### src/rtl/uart_pkg.sv
// Shared definitions for the UART transmit path: default byte width,
// the arbiter state encoding and a counter sizing helper.
package uart_pkg;

  localparam int UART_DATA_WIDTH = 8;

  typedef enum logic [1:0] {
    ARB_IDLE  = 2'd0,
    ARB_START = 2'd1,
    ARB_WAIT  = 2'd2,
    ARB_GAP   = 2'd3
  } arb_state_e;

  // Width of a counter that must hold values 0..max(a,b); never below 1 bit.
  function automatic int cnt_width(input int a, input int b);
    int m;
    m = (a > b) ? a : b;
    return (m < 1) ? 1 : $clog2(m + 1);
  endfunction

endpackage

### src/rtl/uart_rr_picker.sv
// Round-robin request picker: returns the first active request found when
// searching from i_ptr upwards, wrapping at NUM_REQ-1.
module uart_rr_picker #(
  parameter int NUM_REQ = 4,
  parameter int IDX_W   = $clog2(NUM_REQ)
) (
  input  logic [NUM_REQ-1:0] i_req,
  input  logic [IDX_W-1:0]   i_ptr,
  output logic               o_any,
  output logic [IDX_W-1:0]   o_grant_idx
);

  // i_ptr + k, wrapped into 0..NUM_REQ-1 (i_ptr is always < NUM_REQ).
  function automatic logic [IDX_W-1:0] wrap_add(input logic [IDX_W-1:0] p, input int k);
    int s;
    s = int'(p) + k;
    if (s >= NUM_REQ) s = s - NUM_REQ;
    return IDX_W'(s);
  endfunction

  // Walk the offsets from farthest to nearest so the nearest active request wins.
  always_comb begin
    o_any       = 1'b0;
    o_grant_idx = '0;
    for (int k = NUM_REQ - 1; k >= 0; k--) begin
      if (i_req[wrap_add(i_ptr, k)]) begin
        o_any       = 1'b1;
        o_grant_idx = wrap_add(i_ptr, k);
      end
    end
  end

endmodule

### src/rtl/uart_tx_arbiter.sv
// Round-robin scheduler sharing one uart_tx serializer among NUM_REQ byte
// producers. One byte per grant; optional inter-frame gap and watchdog.
//
// Handshake: i_req[i] acts as valid for byte slice i, o_ack[i] as a one-cycle
// ready/take pulse. The producer holds its slice stable while i_req[i]=1 and
// o_ack[i]=0; it may drop i_req[i] before o_ack[i] and is then not granted.
// The byte is transferred in the cycle o_ack[i]=1 (which always coincides
// with o_tx_start=1).
module uart_tx_arbiter
  import uart_pkg::*;
#(
  parameter int NUM_REQ     = 4,
  parameter int DATA_WIDTH  = UART_DATA_WIDTH,
  parameter int GAP_CYCLES  = 0,
  parameter int WDOG_CYCLES = 0
) (
  input  logic                          i_clk,
  input  logic                          i_rst,
  input  logic [NUM_REQ-1:0]            i_req,
  input  logic [NUM_REQ*DATA_WIDTH-1:0] i_data,
  output logic [NUM_REQ-1:0]            o_ack,
  output logic                          o_tx_start,
  output logic [DATA_WIDTH-1:0]         o_tx_din,
  input  logic                          i_tx_done,
  output logic                          o_busy,
  output logic [$clog2(NUM_REQ)-1:0]    o_owner,
  output logic                          o_timeout_err,
  output logic [1:0]                    o_state
);

  localparam int IDX_W = $clog2(NUM_REQ);
  localparam int CNT_W = cnt_width(GAP_CYCLES, WDOG_CYCLES);

  localparam logic [1:0] ST_IDLE  = ARB_IDLE;
  localparam logic [1:0] ST_START = ARB_START;
  localparam logic [1:0] ST_WAIT  = ARB_WAIT;
  localparam logic [1:0] ST_GAP   = ARB_GAP;

  // Terminal counter values; only consulted when the feature is enabled.
  localparam logic [CNT_W-1:0] GAP_LAST  = (GAP_CYCLES  > 0) ? CNT_W'(GAP_CYCLES - 1)  : '0;
  localparam logic [CNT_W-1:0] WDOG_LAST = (WDOG_CYCLES > 0) ? CNT_W'(WDOG_CYCLES - 1) : '0;

  logic [1:0]            r_state;
  logic [IDX_W-1:0]      r_ptr;
  logic [CNT_W-1:0]      r_cnt;
  logic [NUM_REQ-1:0]    r_ack;
  logic                  r_tx_start;
  logic [DATA_WIDTH-1:0] r_tx_din;
  logic                  r_busy;
  logic [IDX_W-1:0]      r_owner;
  logic                  r_timeout_err;

  logic                  w_any;
  logic [IDX_W-1:0]      w_grant;
  logic [DATA_WIDTH-1:0] w_gnt_data;
  logic [IDX_W-1:0]      w_next_ptr;

  uart_rr_picker #(
    .NUM_REQ (NUM_REQ),
    .IDX_W   (IDX_W)
  ) u_picker (
    .i_req       (i_req),
    .i_ptr       (r_ptr),
    .o_any       (w_any),
    .o_grant_idx (w_grant)
  );

  // Select the granted byte slice and the pointer value just past the grant.
  always_comb begin
    w_gnt_data = '0;
    for (int i = 0; i < NUM_REQ; i++) begin
      if (w_grant == IDX_W'(i)) w_gnt_data = i_data[i*DATA_WIDTH +: DATA_WIDTH];
    end
    w_next_ptr = (w_grant == IDX_W'(NUM_REQ - 1)) ? '0 : w_grant + IDX_W'(1);
  end

  // Arbitration FSM with frame/gap/watchdog counter and registered outputs.
  always_ff @(posedge i_clk) begin
    if (i_rst) begin
      r_state       <= ST_IDLE;
      r_ptr         <= '0;
      r_cnt         <= '0;
      r_ack         <= '0;
      r_tx_start    <= 1'b0;
      r_tx_din      <= '0;
      r_busy        <= 1'b0;
      r_owner       <= '0;
      r_timeout_err <= 1'b0;
    end else begin
      // Pulse outputs default low; only the grant or abort raises them.
      r_ack         <= '0;
      r_tx_start    <= 1'b0;
      r_timeout_err <= 1'b0;
      case (r_state)
        ST_IDLE: begin
          if (w_any) begin
            r_state    <= ST_START;
            r_tx_din   <= w_gnt_data;
            r_owner    <= w_grant;
            r_ptr      <= w_next_ptr;
            r_ack      <= NUM_REQ'(1) << w_grant;
            r_tx_start <= 1'b1;
            r_busy     <= 1'b1;
            r_cnt      <= '0;
          end
        end
        ST_START: begin
          r_state <= ST_WAIT;
          r_cnt   <= '0;
        end
        ST_WAIT: begin
          // tx_done takes priority over a watchdog expiry in the same cycle.
          if (i_tx_done) begin
            r_cnt <= '0;
            if (GAP_CYCLES > 0) begin
              r_state <= ST_GAP;
            end else begin
              r_state <= ST_IDLE;
              r_busy  <= 1'b0;
            end
          end else if ((WDOG_CYCLES > 0) && (r_cnt == WDOG_LAST)) begin
            r_state       <= ST_IDLE;
            r_busy        <= 1'b0;
            r_timeout_err <= 1'b1;
            r_cnt         <= '0;
          end else if (WDOG_CYCLES > 0) begin
            r_cnt <= r_cnt + CNT_W'(1);
          end
        end
        ST_GAP: begin
          if (r_cnt == GAP_LAST) begin
            r_state <= ST_IDLE;
            r_busy  <= 1'b0;
            r_cnt   <= '0;
          end else begin
            r_cnt <= r_cnt + CNT_W'(1);
          end
        end
        default: begin
          r_state <= ST_IDLE;
          r_busy  <= 1'b0;
          r_cnt   <= '0;
        end
      endcase
    end
  end

  assign o_ack         = r_ack;
  assign o_tx_start    = r_tx_start;
  assign o_tx_din      = r_tx_din;
  assign o_busy        = r_busy;
  assign o_owner       = r_owner;
  assign o_timeout_err = r_timeout_err;
  assign o_state       = r_state;

endmodule

### config.mk
export PLATFORM = sky130hd
export DESIGN_NAME = uart_tx_arbiter
export DESIGN_NICKNAME = d
export VERILOG_FILES = /design/src/rtl/uart_pkg.sv /design/src/rtl/uart_rr_picker.sv /design/src/rtl/uart_tx_arbiter.sv
export SDC_FILE = /design/constraint.sdc
export NUM_CORES = 1
export LEC_CHECK = 0
export BUFFER_PORTS_ARGS = -buffer_cell sky130_fd_sc_hd__buf_2
export CAP_MARGIN = 25
export CELL_PAD_IN_SITES_DETAIL_PLACEMENT = 0
export CELL_PAD_IN_SITES_GLOBAL_PLACEMENT = 1
export CORE_MARGIN = 2
export CORE_UTILIZATION = 33
export DETAILED_ROUTE_END_ITERATION = 10
export PLACE_DENSITY_LB_ADDON = 0.1
export SYNTH_ARGS = -nofsm -noshare
export SYNTH_HDL_FRONTEND = slang
export SYNTH_HIERARCHICAL = 1
export SYNTH_SLANG_ARGS = --single-unit
### constraint.sdc
create_clock -name i_clk -period 4.2 [get_ports i_clk]
set_input_delay 0.84 -clock i_clk [delete_from_list [all_inputs] [get_ports i_clk]]
set_output_delay 0.84 -clock i_clk [all_outputs]
set_load 0.05 [all_outputs]
=== Word level (Yosys, flattened, before mapping) ===
Index checks and enable logic that the tools add are counted.

* Flip-flop bits (word level): 21
* Latch bits: 0
* Bits in writable memories: 0
* Bits in read-only memories: 0
* Input port bits: 39
* Output and inout port bits: 19
* Logic and storage cells: 83
* Memories kept: 0

* Add/subtract/negate cells: 9
* $mul: 0
* Divide/modulo/power cells: 0
* $lt $le $gt $ge: 8
* Equal/unequal tests: 9
* Shifts and indexed selects: 1
* Multiplexer cells: 37
* Bitwise logic cells: 2
* Reductions and logical operators: 9

{| class="wikitable"
|+ Operators by type and width
! cell !! count
|-
| 8-bit 2-to-1 mux || 4
|-
| 2-bit 2-to-1 mux || 12
|-
| 1-bit 2-to-1 mux || 14
|-
| 2-bit by 3-bit < comparator with 1-bit output (second input constant) || 4
|-
| 3-bit greater-or-equal comparator (second input constant) || 3
|-
| 1-bit binary-select mux with 2-bit select || 4
|-
| 2-bit equality test (second input constant) || 4
|-
| 2-bit case mux with 4 select lines || 1
|-
| 2-bit by 1-bit subtractor with 2-bit output (second input constant) || 4
|-
| 2-bit by 2-bit adder with 3-bit output (second input constant) || 2
|-
| 2-bit by 1-bit equality test with 1-bit output (second input constant) || 2
|-
| 2-bit zero test || 2
|-
| 2-bit inequality test (second input constant) || 2
|-
| 1-bit case mux with 4 select lines || 1
|-
| 2-bit AND reduction || 2
|-
| 4-bit AND reduction || 1
|-
| 1-bit by 2-bit left shift with 4-bit output (first input constant) || 1
|-
| 2-bit by 1-bit adder with 3-bit output (second input constant) || 1
|-
| 2-bit by 3-bit greater-or-equal comparator with 1-bit output (second input constant) || 1
|-
| 1-bit case mux with 3 select lines || 1
|-
| 3-bit AND reduction || 1
|-
| 3-bit nonzero test || 1
|-
| 3-bit OR reduction || 1
|-
| 2-bit by 1-bit adder with 2-bit output (second input constant) || 1
|-
| other kinds (4) || 5
|}

=== Logic depth before layout (Yosys ltp) ===
* Depth after elaboration: 14
* Gate-level depth with buffers: 10
* Gate-level depth less buffers: 8

=== Cells and area by module ===
The synthesis kept the hierarchy.

{| class="wikitable"
|+ Modules (own cells, without submodules)
! module !! instances !! cells each !! area each (sq um) !! sequential area each (sq um)
|-
| uart_tx_arbiter || 1 || 124 || 1017.2 || 400.4
|-
| uart_rr_picker || 1 || 13 || 77.6 || 0.0
|}

=== Least setup slack after synthesis ===
OpenSTA, ideal clock, no wires.

* Path kind: input to register
* Start point: in i_req[1]
* End point: reg r_tx_din[6] (netlist: o_tx_din[6])
* Library setup time: 0.086 ns
* Arrival time: 2.456 ns
* Required time: 4.114 ns
* Setup slack: 1.659 ns
* Cell stages on the path: 9
* Buffers on the path: 1
* Cell sequence: nor3b_1 a211oi_1 nor2_1 inv_1 ha_1 buf_2 nand3b_1 a221o_1 a211oi_1

* Word-level cells in the longest chain between the ends: 11
* Elaborated cells between the ends (all ways): 25
* Classes of those cells: eq/ne: 3; mux: 20; reduce/logical: 2

{| class="wikitable"
|+ RTL lines
! item !! line !! source
|-
| from (decl) || uart_tx_arbiter.sv:19 || <nowiki>input logic [NUM_REQ-1:0] i_req,</nowiki>
|-
| 1-bit binary-select mux with 2-bit select || uart_rr_picker.sv:26 || <nowiki>if (i_req[wrap_add(i_ptr, k)]) begin</nowiki>
|-
| 1-bit 2-to-1 mux (implied by the code) || uart_rr_picker.sv:26 ||
|-
| 2-bit 2-to-1 mux (3 in a row) || uart_rr_picker.sv:26 ||
|-
| 2-bit 2-to-1 mux (*) || uart_rr_picker.sv:26 ||
|-
| net w_grant[1] || uart_tx_arbiter.sv:54 || <nowiki>logic [IDX_W-1:0] w_grant;</nowiki>
|-
| 2-bit zero test || uart_tx_arbiter.sv:72 || <nowiki>if (w_grant == IDX_W'(i)) w_gnt_data = i_data[i*DATA_WIDTH +: DATA_WIDTH];</nowiki>
|-
| 8-bit 2-to-1 mux (3 in a row) || uart_tx_arbiter.sv:72 ||
|-
| 8-bit 2-to-1 mux (*) || uart_tx_arbiter.sv:72 ||
|-
| to (signal assigned) || uart_tx_arbiter.sv:98 || <nowiki>r_tx_din <= w_gnt_data;</nowiki>
|-
| to (decl) || uart_tx_arbiter.sv:48 || <nowiki>logic [DATA_WIDTH-1:0] r_tx_din;</nowiki>
|}

Mark *: on every way through the listed nets, which the timed path passes. The rest lies on a longest branch. The select of a mux whose other input is x is not followed.
A chain may end at the register's enable or synchronous reset.

=== Worst setup path after layout ===
Same ends and word-level chain as after synthesis.

==> results.ini <==
[outcome]
status=completed

[drt]
drtIter0Drc=26
vias=1137
antenna_left=0
drt-vias-per-instance=4.94
drt_pre_antenna_iters=4
drt-total-wl_mm=2.83
wl_per_cell_um=12.3
drcViolationCount=0

[sta]
min_period_ns=2.52
post-route-period-util=0.601
finalSetupViolations=0
rsz0062_at_grt=false
hold_viol=0
timing.slew.headroom=0.564
tns_ns=0
tightestPinTransition_ns=0.653
clock_skew_ns=0.00812
clock.fmax_ghz=0.396
hold_ws_ns=0.460
setup_ws_ns=1.68
slew_viol_final=0

[worst_setup_path]
r2r_end=o_tx_din[6]
end_kind=flip-flop
ff2ff_path_depth=7
worstSetupPathType=in -> reg
critical_path_arrival_ns=2.75
r2r-start=r_ptr[1]
cp.required_ns=4.43
r2r_slack_ns=1.89
startpoint_type=input pin
crit_fanout=16
cp-startpoint=i_req[1]
setup.worst_path.end=o_tx_din[6]

[cts]
cts_sinks=20
insertion_delay_ns=0.30
htreeDepth=1
post-cts-setup-buffer-count=0
cts_buffers=3
ctsHoldBuffers=0
path_clk_slew_ns=0.12
cts_resized=0
tritoncts=yes
clockBufferDepth=2
clock-root-buffer=clkbuf_4

[synth]
synth_seq_cells=20
yosysSeqAreaShare=0.366
ys_types=25
yosys_warnings=6
syn_area_per_cell_um2=7.99
syn_area_um2=1090
synth_cells=137
syn-num-nets=180

[global_route]
antenna_found_initial=0
grt_pass1_wl_mm=4.19
grtUsageTotal=0.151
grt_max_degree=21
met2_usage=0.254
grt_busiest_layer=met2
overflow=0
grt.met1_usage=0.185
grt_pass1_vias=1000
met3_usage=0.0315

[die]
rows=20
die_h_um=61.6
start_util=0.353
pin_count=58
die_area_um2=3790
fp.dieW_um=61.6
design.core.area_um2=3100

[power]
p_int_uw=372
p_switching_uw=273
worst_ir_drop_vdd_mv=0.159
pwr-share-comb=0.459
static-leakage-power_uw=0.000682
p_sw_frac=0.423
power_frac_seq=0.364
p_clk_frac=0.177
p_per_area_nw_per_um2=456

[min_path]
min_path_type=reg -> reg

[place]
port_buffers=56
dp_slack_ns=1.35
postPlaceCellArea_um2=1380
post-place-cells=226
dp_hpwl_mm=2.07
gp_congestion=0.736

[final_layout]
seq_area_um2=400
n_fill_cell=341
multi_input_area_um2=592
areaGrowthSynthToFinish_pct=29.0
fin_area_um2=1410
fin_cells=230
fin_nets=230
drive_gt1_frac=0.339
antennaDiodeCount=0

[job]
drv_cap=0

==> per-layer routing <==
metal	vias to the layer above	share of wire
li1	579	-
met1	517	0.42
met4	0	0.0096
met3	2	0.062
met2	39	0.51
met5	-	0
==> final cells by class <==
type,instances,area share
clock buffer,4,0.0257
inverter,11,0.0292
multi-input combinational,94,0.419
sequential,20,0.283
tap,44,0.0390
timing repair buffer,57,0.204
==> power groups by stage <==
| stage | combinational [uW] | clock, uW | sequential [uW] |
|---|---|---|---|
| 2_1_floorplan | 146 | 0 | 324 |
| 3_3_place_gp | 294 | 0 | 239 |
| 3_5_place_dp | 297 | 0 | 240 |
| 4_1_cts | 298 | 118 | 235 |
| 5_1_grt | 323 | 123 | 238 |
| 6_report | 296 | 114 | 235 |
==> through the flow <==
stage / power [uW] / util
2_1_floorplan: 470 / -
3_3_place_gp: 532 / 0.444
3_5_place_dp: 537 / 0.444
4_1_cts: 652 / 0.455
5_1_grt: 685 / 0.455
6_report: 645 / 0.455
==> sequential cells by signal, summed over array words and instances, names as in the netlist <==
register    count
o_tx_din        8
o_busy          1
o_tx_start      1
o_state         2
r_ptr           2
o_ack           4
o_owner         2
==> critical path, stage by stage <==
cell and delay, ns:
buf_2 0.11, nor3b_1 0.18, a211oi_1 0.07, nor2_1 0.30, inv_1 0.15, ha_1 0.37
nand3b_1 0.23, a221o_1 0.31, a211oi_1 0.19
==> Yosys cell counts (all sizes together) <==
| cell type | number | area share |
|---|---|---|
| nand2b | 4 | 0.023 |
| nor3b | 3 | 0.021 |
| conb | 1 | 0.0034 |
| dfxtp | 20 | 0.37 |
| nand3b | 8 | 0.055 |
| or3 | 1 | 0.0057 |
| nor4 | 4 | 0.023 |
| inv | 11 | 0.038 |
| nor2 | 15 | 0.051 |
| a221o | 8 | 0.073 |
| nand2 | 10 | 0.034 |
| a21oi | 23 | 0.11 |
| mux2i | 1 | 0.0091 |
| clkbuf | 6 | 0.022 |
| or3b | 1 | 0.0080 |
| a21o | 1 | 0.0069 |
| ha | 4 | 0.046 |
| a211oi | 10 | 0.073 |
| buf | 6 | 0.034 |
==> how the worst min path moves through the flow <==
| stage | from | endpoint | cells after the start |
|---|---|---|---|
| final | o_owner[0] | o_owner[0] | 2 |
| after global placement | o_owner[0] | o_owner[0] | 2 |
| after CTS | o_owner[0] | o_owner[0] | 2 |
| after detailed placement | o_owner[0] | o_owner[0] | 2 |
| after global routing | o_owner[0] | o_owner[0] | 2 |
| after floorplan | r_ptr[0] | r_ptr[0] | 2 |
==> cells in the final DEF (no fill, tap or decap) <==
cell       n
buf_2     56
a21oi_1   22
dfxtp_1   20
nor2_1    15
inv_1     11
nand2_1   10
a211oi_1   9
nand3b_1   8
a221o_1    8
nor4_1     4
nand2b_1   4
ha_1       4
nor3b_1    3
clkbuf_4   3
or3b_1     1
a21o_1     1
or3_1      1
a21oi_2    1
conb_1     1
clkbuf_8   1
buf_4      1
mux2i_1    1
a211oi_2   1
==> cells by family (layout without fill, tap and decap cells) <==
kind of cell    Yosys count  after routing  share of synthesized area
compound gates           42             42                      0.262
buf+inv                  23             72                     0.0937
simple gates             46             46                      0.221
fa+ha+maj                 4              4                     0.0457
flops                    20             20                      0.366
mux                       1              1                    0.00914
other cells               1              1                    0.00343
Note: power is estimated with default switching activity, not from simulation.
